===== src/rtl/digit_convert_sched.sv =====
// Shared round-robin scheduled binary-to-ASCII decimal converter (double dabble).
// Ports: clock/reset_n, req/number_in per requester, ack, busy, out_valid, out_id, digits.
module digit_convert_sched #(
    parameter int NUM_REQ = 2,
    parameter int ID_W    = 1
) (
    input  logic                  clock,
    input  logic                  reset_n,
    input  logic [NUM_REQ-1:0]    req,
    input  logic [NUM_REQ*32-1:0] number_in,
    output logic [NUM_REQ-1:0]    ack,
    output logic                  busy,
    output logic                  out_valid,
    output logic [ID_W-1:0]       out_id,
    output logic [47:0]           digits
);

    typedef enum logic [1:0] {
        IDLE,
        CONV,
        DONE
    } state_t;

    state_t state, state_n;

    logic [ID_W-1:0]    ptr;
    logic [ID_W-1:0]    grant;
    logic [31:0]        bin;
    logic [39:0]        bcd;
    logic [5:0]         cnt;

    logic               found;
    logic [ID_W-1:0]    sel;
    logic [31:0]        num_sel;
    logic [NUM_REQ-1:0] ack_n;
    logic [39:0]        bcd_adj;
    logic [39:0]        bcd_n;
    logic [31:0]        bin_n;
    logic [47:0]        digits_n;
    logic               last_shift;

    // Round-robin: search starts one past the last granted index.
    always_comb begin
        found = 1'b0;
        sel   = '0;
        for (int i = 1; i <= NUM_REQ; i++) begin
            for (int j = 0; j < NUM_REQ; j++) begin
                if (!found && req[j] &&
                    (j == (int'(ptr) + i) % NUM_REQ)) begin
                    found = 1'b1;
                    sel   = ID_W'(j);
                end
            end
        end
    end

    always_comb begin
        num_sel = '0;
        ack_n   = '0;
        for (int j = 0; j < NUM_REQ; j++) begin
            if (sel == ID_W'(j)) begin
                num_sel  = number_in[32*j +: 32];
                ack_n[j] = found;
            end
        end
    end

    // One double-dabble step: add-3 on nibbles >= 5, then shift.
    always_comb begin
        bcd_adj = '0;
        for (int k = 0; k < 10; k++) begin
            if (bcd[4*k +: 4] >= 4'd5)
                bcd_adj[4*k +: 4] = bcd[4*k +: 4] + 4'd3;
            else
                bcd_adj[4*k +: 4] = bcd[4*k +: 4];
        end
        bcd_n = {bcd_adj[38:0], bin[31]};
        bin_n = {bin[30:0], 1'b0};
    end

    // Only the six low BCD nibbles are shown; upper ones are dropped.
    always_comb begin
        digits_n = '0;
        for (int k = 0; k < 6; k++) begin
            digits_n[8*k +: 8] = 8'h30 + {4'h0, bcd_n[4*k +: 4]};
        end
    end

    assign last_shift = (state == CONV) && (cnt == 6'd31);

    always_comb begin
        state_n = state;
        unique case (state)
            IDLE:    if (found) state_n = CONV;
            CONV:    if (last_shift) state_n = DONE;
            DONE:    state_n = IDLE;
            default: state_n = IDLE;
        endcase
    end

    always_ff @(posedge clock or negedge reset_n) begin
        if (!reset_n) begin
            state <= IDLE;
        end else begin
            state <= state_n;
        end
    end

    always_ff @(posedge clock or negedge reset_n) begin
        if (!reset_n) begin
            ptr    <= ID_W'(NUM_REQ - 1);
            grant  <= '0;
            bin    <= '0;
            bcd    <= '0;
            cnt    <= '0;
            ack    <= '0;
            out_id <= '0;
            digits <= 48'h303030303030;
        end else begin
            ack <= '0;
            unique case (state)
                IDLE: begin
                    if (found) begin
                        grant <= sel;
                        ptr   <= sel;
                        bin   <= num_sel;
                        bcd   <= '0;
                        cnt   <= '0;
                        ack   <= ack_n;
                    end
                end
                CONV: begin
                    bin <= bin_n;
                    bcd <= bcd_n;
                    cnt <= cnt + 6'd1;
                    if (last_shift) begin
                        digits <= digits_n;
                        out_id <= grant;
                    end
                end
                default: ;
            endcase
        end
    end

    assign busy      = (state != IDLE);
    assign out_valid = (state == DONE);

endmodule

===== config.mk =====
export PLATFORM = sky130hd
export DESIGN_NAME = digit_convert_sched
export DESIGN_NICKNAME = d
export VERILOG_FILES = /design/src/rtl/digit_convert_sched.sv
export SDC_FILE = /design/constraint.sdc
export NUM_CORES = 1
export LEC_CHECK = 0
export ABC_CLOCK_PERIOD_IN_PS = 1920
export BUFFER_PORTS_ARGS = -buffer_cell sky130_fd_sc_hd__buf_2
export CAP_MARGIN = 20
export CORE_MARGIN = 3
export CORE_UTILIZATION = 53
export CTS_BUF_LIST = sky130_fd_sc_hd__clkbuf_16
export CTS_CLUSTER_DIAMETER = 120
export DETAILED_ROUTE_END_ITERATION = 10
export GPL_ROUTABILITY_DRIVEN = 0
export GPL_TIMING_DRIVEN = 0
export HOLD_SLACK_MARGIN = 0.1
export PLACE_DENSITY = 0.8
export SLEW_MARGIN = 30
export SYNTH_ARGS = -nofsm -noshare
export SYNTH_HDL_FRONTEND = slang
export SYNTH_SLANG_ARGS = --single-unit

===== constraint.sdc =====
create_clock -name clock -period 1.92 [get_ports clock]
set_input_delay 0.288 -clock clock [delete_from_list [all_inputs] [get_ports clock]]
set_output_delay 0.288 -clock clock [all_outputs]
set_load 0.02 [all_outputs]

==> Word-level counts from Yosys, hierarchy flattened <==
Index checks and enable logic that the tools add are counted.
Widths: inputs -> output; s select.
{ "word_totals": {"mem_bits_ro": 0, "out_inout_bits": 53, "word_cells": 98, "ram_bits": 0, "n_memories": 0, "register_bits": 133, "latchBits": 0} }
{ "op_classes": {"div": 0, "shift": 0, "n_reduce_logical": 20, "n_lt_le_gt_ge": 10, "eq_ne": 7, "n_bitwise": 2, "multipliers": 0, "mux": 31, "add_sub_neg": 19} }
{ "ops": {"columns": ["operator", "n"], "rows": [
  ["$pmux 40 s2", 1],
  ["$logic_not 32->1", 2],
  ["$mux 32", 2],
  ["$pmux 32 s2", 1],
  ["$add 6x4->7 const A", 6],
  ["$ge 4x3->1 const B", 10],
  ["$mux 40", 1],
  ["$add 4x2->4 const B", 9],
  ["$mux 4", 9],
  ["$pmux 6 s2", 1],
  ["$mux 1", 9],
  ["$logic_and 1x1->1", 8],
  ["$mux 2", 4],
  ["$reduce_and 2->1", 4],
  ["$add 6x1->6 const B", 1],
  ["$eq 6x5->1 const B", 1],
  ["$mux 6", 1],
  ["$eq 2x2->1 const A", 2],
  ["$ne 2x2->1 const B", 2],
  ["$pmux 2 s2", 1],
  ["$reduce_bool 2->1", 2],
  ["$add 3x2->3 const B", 1],
  ["$logic_not 1->1", 3],
  ["$mux 3", 1],
  ["5 further kinds", 7]
]} }

==> Logic depth before layout (Yosys ltp) <==
Gate-level depths: netlist of run 1.
{ "logic_depth": {"ltp_word": 20, "depth_mapped": 8} }

==> Worst setup path before layout of run 1 <==
OpenSTA, ideal clock, no wires.
{ "synth_timing": {"kind": "flip-flop to flip-flop", "startpoint": "reg state[1]", "endpoint": "reg digits[10]", "path_slack_ps": 205, "synth_period_minus_slack_ps": 1715, "required_time_ps": 1793, "setup_ps": 127, "arrival_time_ps": 1588, "path_buffers": 3, "path_stages_with_launch": 8, "path_cell_list": "dfrtp_1 nand2b_1 buf_2 or4_4 buf_6 buf_2 nand2_1 o21ai_0"} }
{ "synth_between": {"elab_chain_cells": 3} }
{ "synth_lines": {"columns": ["item", "line_no", "source"], "rows": [
  ["start: declaration", "24", "state_t state, state_n;"],
  ["start signal: assignment", "105", "state <= state_n;"],
  ["$eq 2x1->1 *", "89, 121", null],
  ["$logic_and 1x1->1", "89", "assign last_shift = (state == CONV) && (cnt == 6'd31);"],
  ["$reduce_and 2->1 (no source line) *", null, null],
  ["end signal: assignment", "137", "digits <= digits_n;"],
  ["end: declaration", "15", "output logic [47:0] digits"]
]} }
Mark *: on every way between the ends. The rest lies on a longest branch, timed or not.
A chain may end at the register's enable or synchronous reset.

==> Worst setup path after layout of run 1 <==
{ "layout_timing": {"startpoint": "reg state[1]", "endpoint": "reg digits[35]"} }
Same word-level chain as after synthesis.

==> results_dict.tcl, run 1 <==
set metrics [dict create \
    status "finished, final reports clean" \
    critPathCaptureType "register" \
    cp_max_fo 10 \
    min_path_type "primary input to register" \
    dp.cells 688 \
    fp-row-count 33 \
    fin_cells 703 \
    hold_viol_final 0 \
    die_w_um 99.8 \
    postSynth.asyncResetShare_pct 100 \
    syn_avg_cell_area_um2 10.0 \
    die_area_um2 9960 \
    setup_viol 0 \
    h-tree-depth 3 \
    ys.warnings.count 0 \
    synth-edff-count 0 \
    leakagePower_nw 2.77 \
    core_um2 8380 \
    start_util_pct 55.6 \
    dpl.hpwl_mm 7.74 \
    wirelength_mm 10.4 \
    slowest_stage "or4_4" \
    ys.flop_type "dfrtp_1" \
    max_stage_delay_ns 0.51 \
    vdd_drop_max_mv 0.615 \
    cts_tree "done" \
    overflow 0 \
    syn2layout_area_growth_pct 21.4 \
    required_ns 2.18 \
    root_buffer "clkbuf_16" \
    drive_gt1_share_pct 27.1 \
    setup.worst_path.start_class "register" \
    path_delay_family "simple AND/OR/NAND/NOR gates" \
    path_class "register to register" \
    critical_path_depth 8 \
    cts-buffers-inserted 9 \
    cap_violations 0 \
    clk_latency_ns 0.34 \
    fill_cells 668 \
    worst_slew_pin_slew_ns 0.502 \
    io_pins 121 \
    clk_path_buf_depth 2 \
    ant_nets 0 \
    rsz0062_at_grt "false" \
    fmax_mhz 549 \
    slew_headroom_pct 66.5 \
    fin_util_pct 67.5 \
    seq_area_frac_synth_pct 50.0 \
    dr.pass1.iters 4 \
    io_buffers 96 \
    holdPathStages 2 \
    p_per_area_nw_per_um2 1460 \
    drt_iter0_markers 172 \
    diodes 0 \
    worstPathArrival_ns 2.08 \
    grt_usage_pct 21.8 \
    worstPathCellList "nand2b_1, buf_2, or4_4, buf_6, clkinv_8, buf_8, nor2_2, a31oi_2" \
    finalCritPeriodShare_pct 95.0 \
    vias 3767 \
    fin_nets 676 \
    p_total_w 0.00829 \
    grt_pass1_wl_mm 17.3 \
    antenna_found_initial 0 \
    routed_via_density 5.36 \
    path_clk_slew_ns 0.06 \
    slew_viol_final 0 \
    grt_max_degree 60 \
    ff2ff_path_depth 8 \
    syn_area_um2 4660 \
    fin_crit_ns 1.82 \
    synth_cell_types 41 \
    critPathBufInv 4 \
    synthesis.instances 464 \
    wl_per_cell_um 14.7 \
    worst_clock_skew_ns 0.00679 \
    cts_num_sinks 93 \
    synth_seq_cells 93 \
    dieHeight_um 99.8 \
    grt_pass1_vias 3716 \
    drc 0 \
]
## repair_timing
item,in CTS,in global routing
gates resized for setup,0,7
buffers inserted,0,1
endpoints found under the setup margin,0,35
hold endpoints to repair,34,0
hold buffers,1,0
## through the flow
stage	TNS [ns]	cell area (µm²)	hold WS (ns)	worst slack [ns]
floorplan	0	4740	-0.00759	0.205
global placement	-22.96	5360	0.456	-0.254
detailed placement	0	5390	0.196	0.0372
CTS	0	5650	0.192	0.0348
global route	0	5660	0.199	0.00942
finish	0	5660	0.199	0.0968
## report_power, final
group | switching [W] | internal, W | total [W]
Combinational | 0.00193 | 0.00140 | 0.00333
Sequential | 0.000611 | 0.00283 | 0.00344
Clock | 0.000681 | 0.000844 | 0.00152
Total | 0.00322 | 0.00507 | 0.00829
## routing by layer
| metal | track usage, % | part of all wire (%) |
|---|---|---|
| met5 | 0 | 0 |
| met3 | 3.41 | 5.5 |
| met2 | 37.1 | 50 |
| met1 | 27.9 | 42 |
| met4 | 8.61 | 2.0 |
## state kept, by name, indices dropped and copies added (netlist names)
name,cells
grant,1
state,2
bcd,24
ack,2
cnt,6
ptr,1
digits,24
out_id,1
bin,32
## kinds of logic after synthesis
kind of cell,share of synthesized area [%]
buffers and inverters,8.11
flip-flops,50.0
AO/OA/AOI/OAI,17.5
other,0.161
XOR/XNOR,1.69
adder cells (fa/ha/maj),3.49
multiplexers,8.11
AND/OR/NAND/NOR,11.0
## cell type report
class	instances	area (µm²)	area share, %
Clock buffer	9	225	3.98
Clock inverter	5	21.3	0.376
Buffer	50	312	5.51
Multi-Input combinational cell	327	2040	36.1
Tap cell	105	131	2.32
Sequential cell	93	2330	41.1
Timing Repair Buffer	99	532	9.40
Inverter	15	68.8	1.22
## path summary, 6_finish.rpt
check	endpoint	start	slack (ns)
setup / recovery	digits[35]	state[1]	0.1
hold / removal	bin[0]	number_in[0]	0.20
setup reg to reg	digits[35]	state[1]	0.1
hold reg to reg	out_id	grant	0.47
max in group asynchronous	ptr	reset_n	0.88
min in group asynchronous	digits[9]	reset_n	0.41
## cells in the mapped netlist (2+ instances only)
master    number  area, µm²
mux2_2         6       67.6
mux2i_1       31        310
xor2_1         2       17.5
nand3_1       18       90.1
a21oi_1       13       65.1
nand2_1       37        139
or3b_2         6       52.6
dfrtp_1       92       2300
buf_4         24        180
a22oi_1       31        233
inv_1         14       52.6
nor2b_1        2       12.5
nor3_1         9       45.0
a31oi_1        5       31.3
nand2b_1       7       43.8
clkbuf_1      15       56.3
ha_1          13        163
nor2_1        11       41.3
buf_2          7       35.0
o21ai_0       75        375
conb_1         2       7.51
o21ai_1       12       60.1
nor3b_1        5       37.5
a21o_1         2       15.0
buf_1          3       11.3
xnor2_1        7       61.3
## placed cells by master (no fill, tap or decap), drive strengths merged, types with 2 or more instances in the layout
master  instances
buf           134
dfrtp          92
o21ai          87
nand2          37
mux2i          31
a22oi          31
conb           24
clkbuf         23
nand3          18
inv            15
a21oi          13
ha             13
nor2           12
nor3            9
nand2b          7
xnor2           7
mux2            6
or3b            6
a31oi           6
nor3b           5
clkinv          5
nor2b           2
a21o            2
xor2            2
No activity file was read; power rests on OpenSTA's default activity.
==> inputs of run 2 (changes only) <==
--- a/config.mk
+++ b/config.mk
@@ -17,6 +17,7 @@
 export GPL_TIMING_DRIVEN = 0
 export HOLD_SLACK_MARGIN = 0.1
 export PLACE_DENSITY = 0.8
+export SETUP_SLACK_MARGIN = 0.2
 export SLEW_MARGIN = 30
 export SYNTH_ARGS = -nofsm -noshare
 export SYNTH_HDL_FRONTEND = slang
==> results_dict.tcl, run 2 (synthesized netlist as in run 1, its figures left out) <==
set metrics [dict create \
    met2WireLength_mm 5.46 \
    fin_nets 685 \
    wirelength_mm 11.0 \
    setup_viol 0 \
    fin_crit_ns 1.75 \
    dp_slack_ns 0.0372 \
    slew_viol_final 0 \
    setup.worst_path.start_class "register" \
    regMostFlops "bin" \
    min_path_type "primary input to register" \
    overflow 0 \
    routed_via_density 5.50 \
    grt_max_degree 60 \
    fill_cells 630 \
    dr.max_layer_used "met4" \
    dpl.hpwl_mm 7.74 \
    dieHeight_um 99.8 \
    crit_start "cnt[1]" \
    path_class "register to register" \
    fin_util_pct 70.2 \
    dp.cells 688 \
    largestRegisters "bin: 32 flops, bcd: 24 flops, digits: 24 flops" \
    rr_startpoint "cnt[1]" \
    cap_violations 0 \
    vdd_drop_max_mv 0.615 \
    pwr-share-comb_pct 41.6 \
    fp-row-count 33 \
    root_buffer "clkbuf_16" \
    drc 0 \
    drt_iter0_markers 187 \
    h-tree-depth 3 \
    ant_nets 0 \
    hold_viol_final 0 \
    leakagePower_nw 2.88 \
    grt_pass1_wl_mm 17.6 \
    clkPwrFrac_pct 17.9 \
    p_seq_share_pct 40.5 \
    switching_share_pct 39.4 \
    io_buffers 96 \
    internal_power_w 0.00522 \
    cts_tree "done" \
    core_um2 8380 \
    grt_pass1_vias 3776 \
    p_per_area_nw_per_um2 1470 \
    most-common-layout-cells "98 x buf_2, 92 x dfrtp_1, 71 x o21ai_0" \
    fin_ws_ns 0.172 \
    critPathCaptureType "register" \
    wl_per_cell_um 15.4 \
    worst_hold_slack_ns 0.196 \
    rsz0062_at_grt "true" \
    seqCellArea_um2 2330 \
    die_area_um2 9960 \
    grt_usage_pct 22.1 \
    status "finished, final reports clean" \
    clk_latency_ns 0.34 \
    fin_area_um2 5880 \
    fin_cells 712 \
    worst_clock_skew_ns 0.00686 \
    cts_num_sinks 93 \
    syn2layout_area_growth_pct 26.2 \
    fmax_mhz 572 \
    p_switching_w 0.00340 \
    min_from "number_in[0]" \
    diodes 0 \
    required_ns 2.18 \
    clk_path_buf_depth 2 \
    vias 3917 \
    die_w_um 99.8 \
    postPlaceCellArea_um2 5390 \
    cp_max_fo 8 \
    io_pins 121 \
    worstPathArrival_ns 2.01 \
    cts-buffers-inserted 9 \
    antenna_found_initial 0 \
    finalCritPeriodShare_pct 91.0 \
    wl_met1_mm 4.64 \
    path_clk_slew_ns 0.06 \
    start_util_pct 55.6 \
    multi_input_area_um2 2120 \
    drive_gt1_share_pct 32.8 \
    largest_reg_flops 32 \
    layout_commonest_cell "buf_2" \
    wl_met3_um 669 \
    dr.pass1.iters 5 \
]
==> run 2: cell types whose count changed in the layout (fill, tap and decap cells not counted), moves of 4 or more <==
cell and change:
a21oi_1 -6, a21oi_2 +6, buf_4 +6, clkbuf_1 -5, clkbuf_2 +5, ha_1 -5, ha_2 +5, nand2_1 -5
nand2_2 +4, o21ai_0 -4
==> run 2: stage by stage <==
step	total power [W]	TNS, ns
2_1_floorplan	0.00576	0
3_3_place_gp	0.00655	-22.96
3_5_place_dp	0.00678	0
4_1_cts	0.00842	0
5_1_grt	0.00926	0
6_report	0.00862	0
==> run 2: path summary, 6_finish.rpt <==
kind,endpoint,slack (ns),cells after the start
max,digits[35],0.17,8
min,bin[0],0.20,2
max in group asynchronous,ptr,0.86,3
min reg2reg,digits[9],0.47,2
min in group asynchronous,digits[9],0.41,2
max reg2reg,digits[35],0.17,8
==> run 2: final cells by class <==
class,instances,area share (%)
inverter,15,1.17
sequential,93,39.6
multi-input combinational,327,36.0
clock buffer,9,3.83
clock inverter,5,0.362
timing repair buffer,107,10.4
tap,105,2.23
buffer,51,6.44
==> run 2: repair_timing <==
action,CTS,global route
pin swaps,0,9
endpoints found under the hold margin,34,0
hold buffers,1,0
cloned,0,1
resized for setup,20,41
buffers inserted,3,5
setup endpoints to repair,49,81
==> run 2: metal layers <==
layer | global-route usage [%] | vias up
met3 | 3.41 | 15
met5 | 0 | -
met1 | 28.3 | 1875
li1 | - | 1879
met4 | 8.61 | 0
met2 | 37.7 | 148
==> run 2: power by group through the flow <==
stage,Combinational [W],Clock (W),Sequential [W]
3_3_place_gp,0.00316,0,0.00339
5_1_grt,0.00403,0.00164,0.00358
6_report,0.00359,0.00155,0.00349
4_1_cts,0.00341,0.00156,0.00345
2_1_floorplan,0.00218,0,0.00358
3_5_place_dp,0.00333,0,0.00345
==> run 2: worst max-delay path, cell delays in order, from the launching register on <==
cell and delay, ns:
dfrtp_1 0.37, ha_2 0.21, nand2_2 0.06, or4_4 0.53, buf_12 0.17, clkinv_8 0.07
buf_12 0.11, nor2_4 0.03, a31oi_2 0.13
==> inputs of run 3 (changes only) <==
--- a/config.mk
+++ b/config.mk
@@ -9,14 +9,14 @@
 export BUFFER_PORTS_ARGS = -buffer_cell sky130_fd_sc_hd__buf_2
 export CAP_MARGIN = 20
 export CORE_MARGIN = 3
-export CORE_UTILIZATION = 53
-export CTS_BUF_LIST = sky130_fd_sc_hd__clkbuf_16
+export CORE_UTILIZATION = 55
+export CTS_BUF_LIST = sky130_fd_sc_hd__clkbuf_8
 export CTS_CLUSTER_DIAMETER = 120
 export DETAILED_ROUTE_END_ITERATION = 10
 export GPL_ROUTABILITY_DRIVEN = 0
 export GPL_TIMING_DRIVEN = 0
 export HOLD_SLACK_MARGIN = 0.1
-export PLACE_DENSITY = 0.8
+export PLACE_DENSITY = 0.83
 export SETUP_SLACK_MARGIN = 0.2
 export SLEW_MARGIN = 30
 export SYNTH_ARGS = -nofsm -noshare
==> results_dict.tcl, run 3 (synthesized netlist as in run 1, its figures left out) <==
set metrics [dict create \
    status "finished, final reports clean" \
    crit_end "digits[35]" \
    path_clk_slew_ns 0.09 \
    vdd_drop_max_mv 0.566 \
    cts_num_sinks 93 \
    antenna_found_initial 0 \
    slew_viol_final 0 \
    crit_start "state[1]" \
    grt_pass1_vias 3948 \
    fmax_mhz 556 \
    largestRegisters "bin: 32 flops, bcd: 24 flops, digits: 24 flops" \
    r2r-end "digits[35]" \
    die_w_um 98.1 \
    clk_latency_ns 0.37 \
    leakagePower_nw 2.87 \
    largest_reg_flops 32 \
    layout_commonest_cell "buf_2" \
    finalCritPeriodShare_pct 93.7 \
    drive_gt1_share_pct 33.8 \
    min_path_type "primary input to register" \
    die_area_um2 9610 \
    critPathCaptureType "register" \
    setup.worst_path.start_class "register" \
    drt_iter0_markers 201 \
    ff2ff_path_depth 8 \
    io_pins 121 \
    setup_viol 0 \
    dieHeight_um 98.1 \
    fill_cells 565 \
    required_ns 2.21 \
    dpl.hpwl_mm 7.82 \
    syn2layout_area_growth_pct 25.8 \
    min_from "number_in[0]" \
    dp_slack_ns 0.0578 \
    cp_max_fo 7 \
    worst_clock_skew_ns 0.0106 \
    grt_usage_pct 23.6 \
    cap_violations 0 \
    p_per_area_nw_per_um2 1450 \
    io_buffers 96 \
    p_total_w 0.00849 \
    root_buffer "clkbuf_8" \
    drc 0 \
    rsz0062_at_grt "true" \
    rrSetupSlack_ns 0.12 \
    ant_nets 0 \
    hold_viol_final 0 \
    worstPathArrival_ns 2.09 \
    core_um2 7970 \
    most-common-layout-cells "98 x buf_2, 92 x dfrtp_1, 69 x o21ai_0" \
    rr_startpoint "state[1]" \
    vias 3938 \
    grt_max_degree 64 \
    fin_util_pct 73.6 \
    routed_via_density 5.53 \
    overflow 0 \
    fin_ws_ns 0.120 \
    dr.pass1.iters 6 \
    h-tree-depth 3 \
    cts_tree "done" \
    path_class "register to register" \
    fin_crit_ns 1.80 \
    start_util_pct 58.5 \
    regMostFlops "bin" \
    wirelength_mm 11.3 \
    diodes 0 \
    cts-buffers-inserted 9 \
    clk_path_buf_depth 2 \
    grt_pass1_wl_mm 18.4 \
    wl_per_cell_um 15.8 \
    fp-row-count 32 \
    fin_nets 686 \
]
## run 3: cell types whose count changed in the layout (fill, tap and decap cells not counted), sizes merged
cell    change
clkbuf      +1
bufinv      +1
buf         +2
clkinv      -1
## run 3: power by group
group          switching [W]  total, W  leakage [nW]  internal [W]
Sequential          0.000656   0.00348          1.20       0.00282
Combinational        0.00209   0.00364          1.56       0.00155
Clock               0.000702   0.00138         0.110      0.000676
## run 3: worst min-delay path by stage
stage / to / slack [ns] / cells past startpoint
2_1_floorplan: ack[0] / -0.008 / 0
4_1_cts: bin[0] / 0.16 / 2
3_5_place_dp: digits[9] / 0.18 / 1
3_3_place_gp: out_id / 0.45 / 2
5_1_grt: bin[0] / 0.17 / 2
6_report: bin[0] / 0.16 / 2
## run 3: routing by layer
layer  wire length [µm]  global-route usage [%]
met1               4690                    29.7
met2               5630                    40.2
met3                684                    4.00
met4                271                    9.80
met5                  0                       0
## run 3: stage by stage
stage               instance area, µm²  TNS, ns  hold slack [ns]  std cells
global route                      5860        0            0.168        712
floorplan                         4740        0         -0.00759        486
CTS                               5740        0            0.162        710
finish                            5860        0            0.164        712
global placement                  5350   -23.30            0.454        684
detailed placement                5390        0            0.183        685
## run 3: worst max-delay path, cell delays in order (launching register included)
cell and delay [ns]:
dfrtp_1 0.39, nand2b_4 0.14, buf_6 0.11, or4_4 0.52, buf_12 0.17, clkinv_8 0.07
buf_8 0.12, nor2_2 0.04, a31oi_2 0.14
## run 3: layout make-up
class                   instances  area, µm²  area share, %
flip-flops and latches         93       2330           39.7
multi-input cells             327       2130           36.4
repair buffers                108        627           10.7
plain buffers                  51        368           6.27
clock buffers                  11        151           2.58
well taps                     102        128           2.18
inverters                      15       68.8           1.17
clock inverters                 5       57.6          0.982
## run 3: repair_timing
action                                 in CTS  in global routing
endpoints found under the hold margin      30                  0
setup buffers                               7                  2
setup endpoints to repair                  46                 84
gates resized for setup                    20                 46
cloned                                      1                  0
pin swaps                                   0                  1
hold buffers                                1                  0
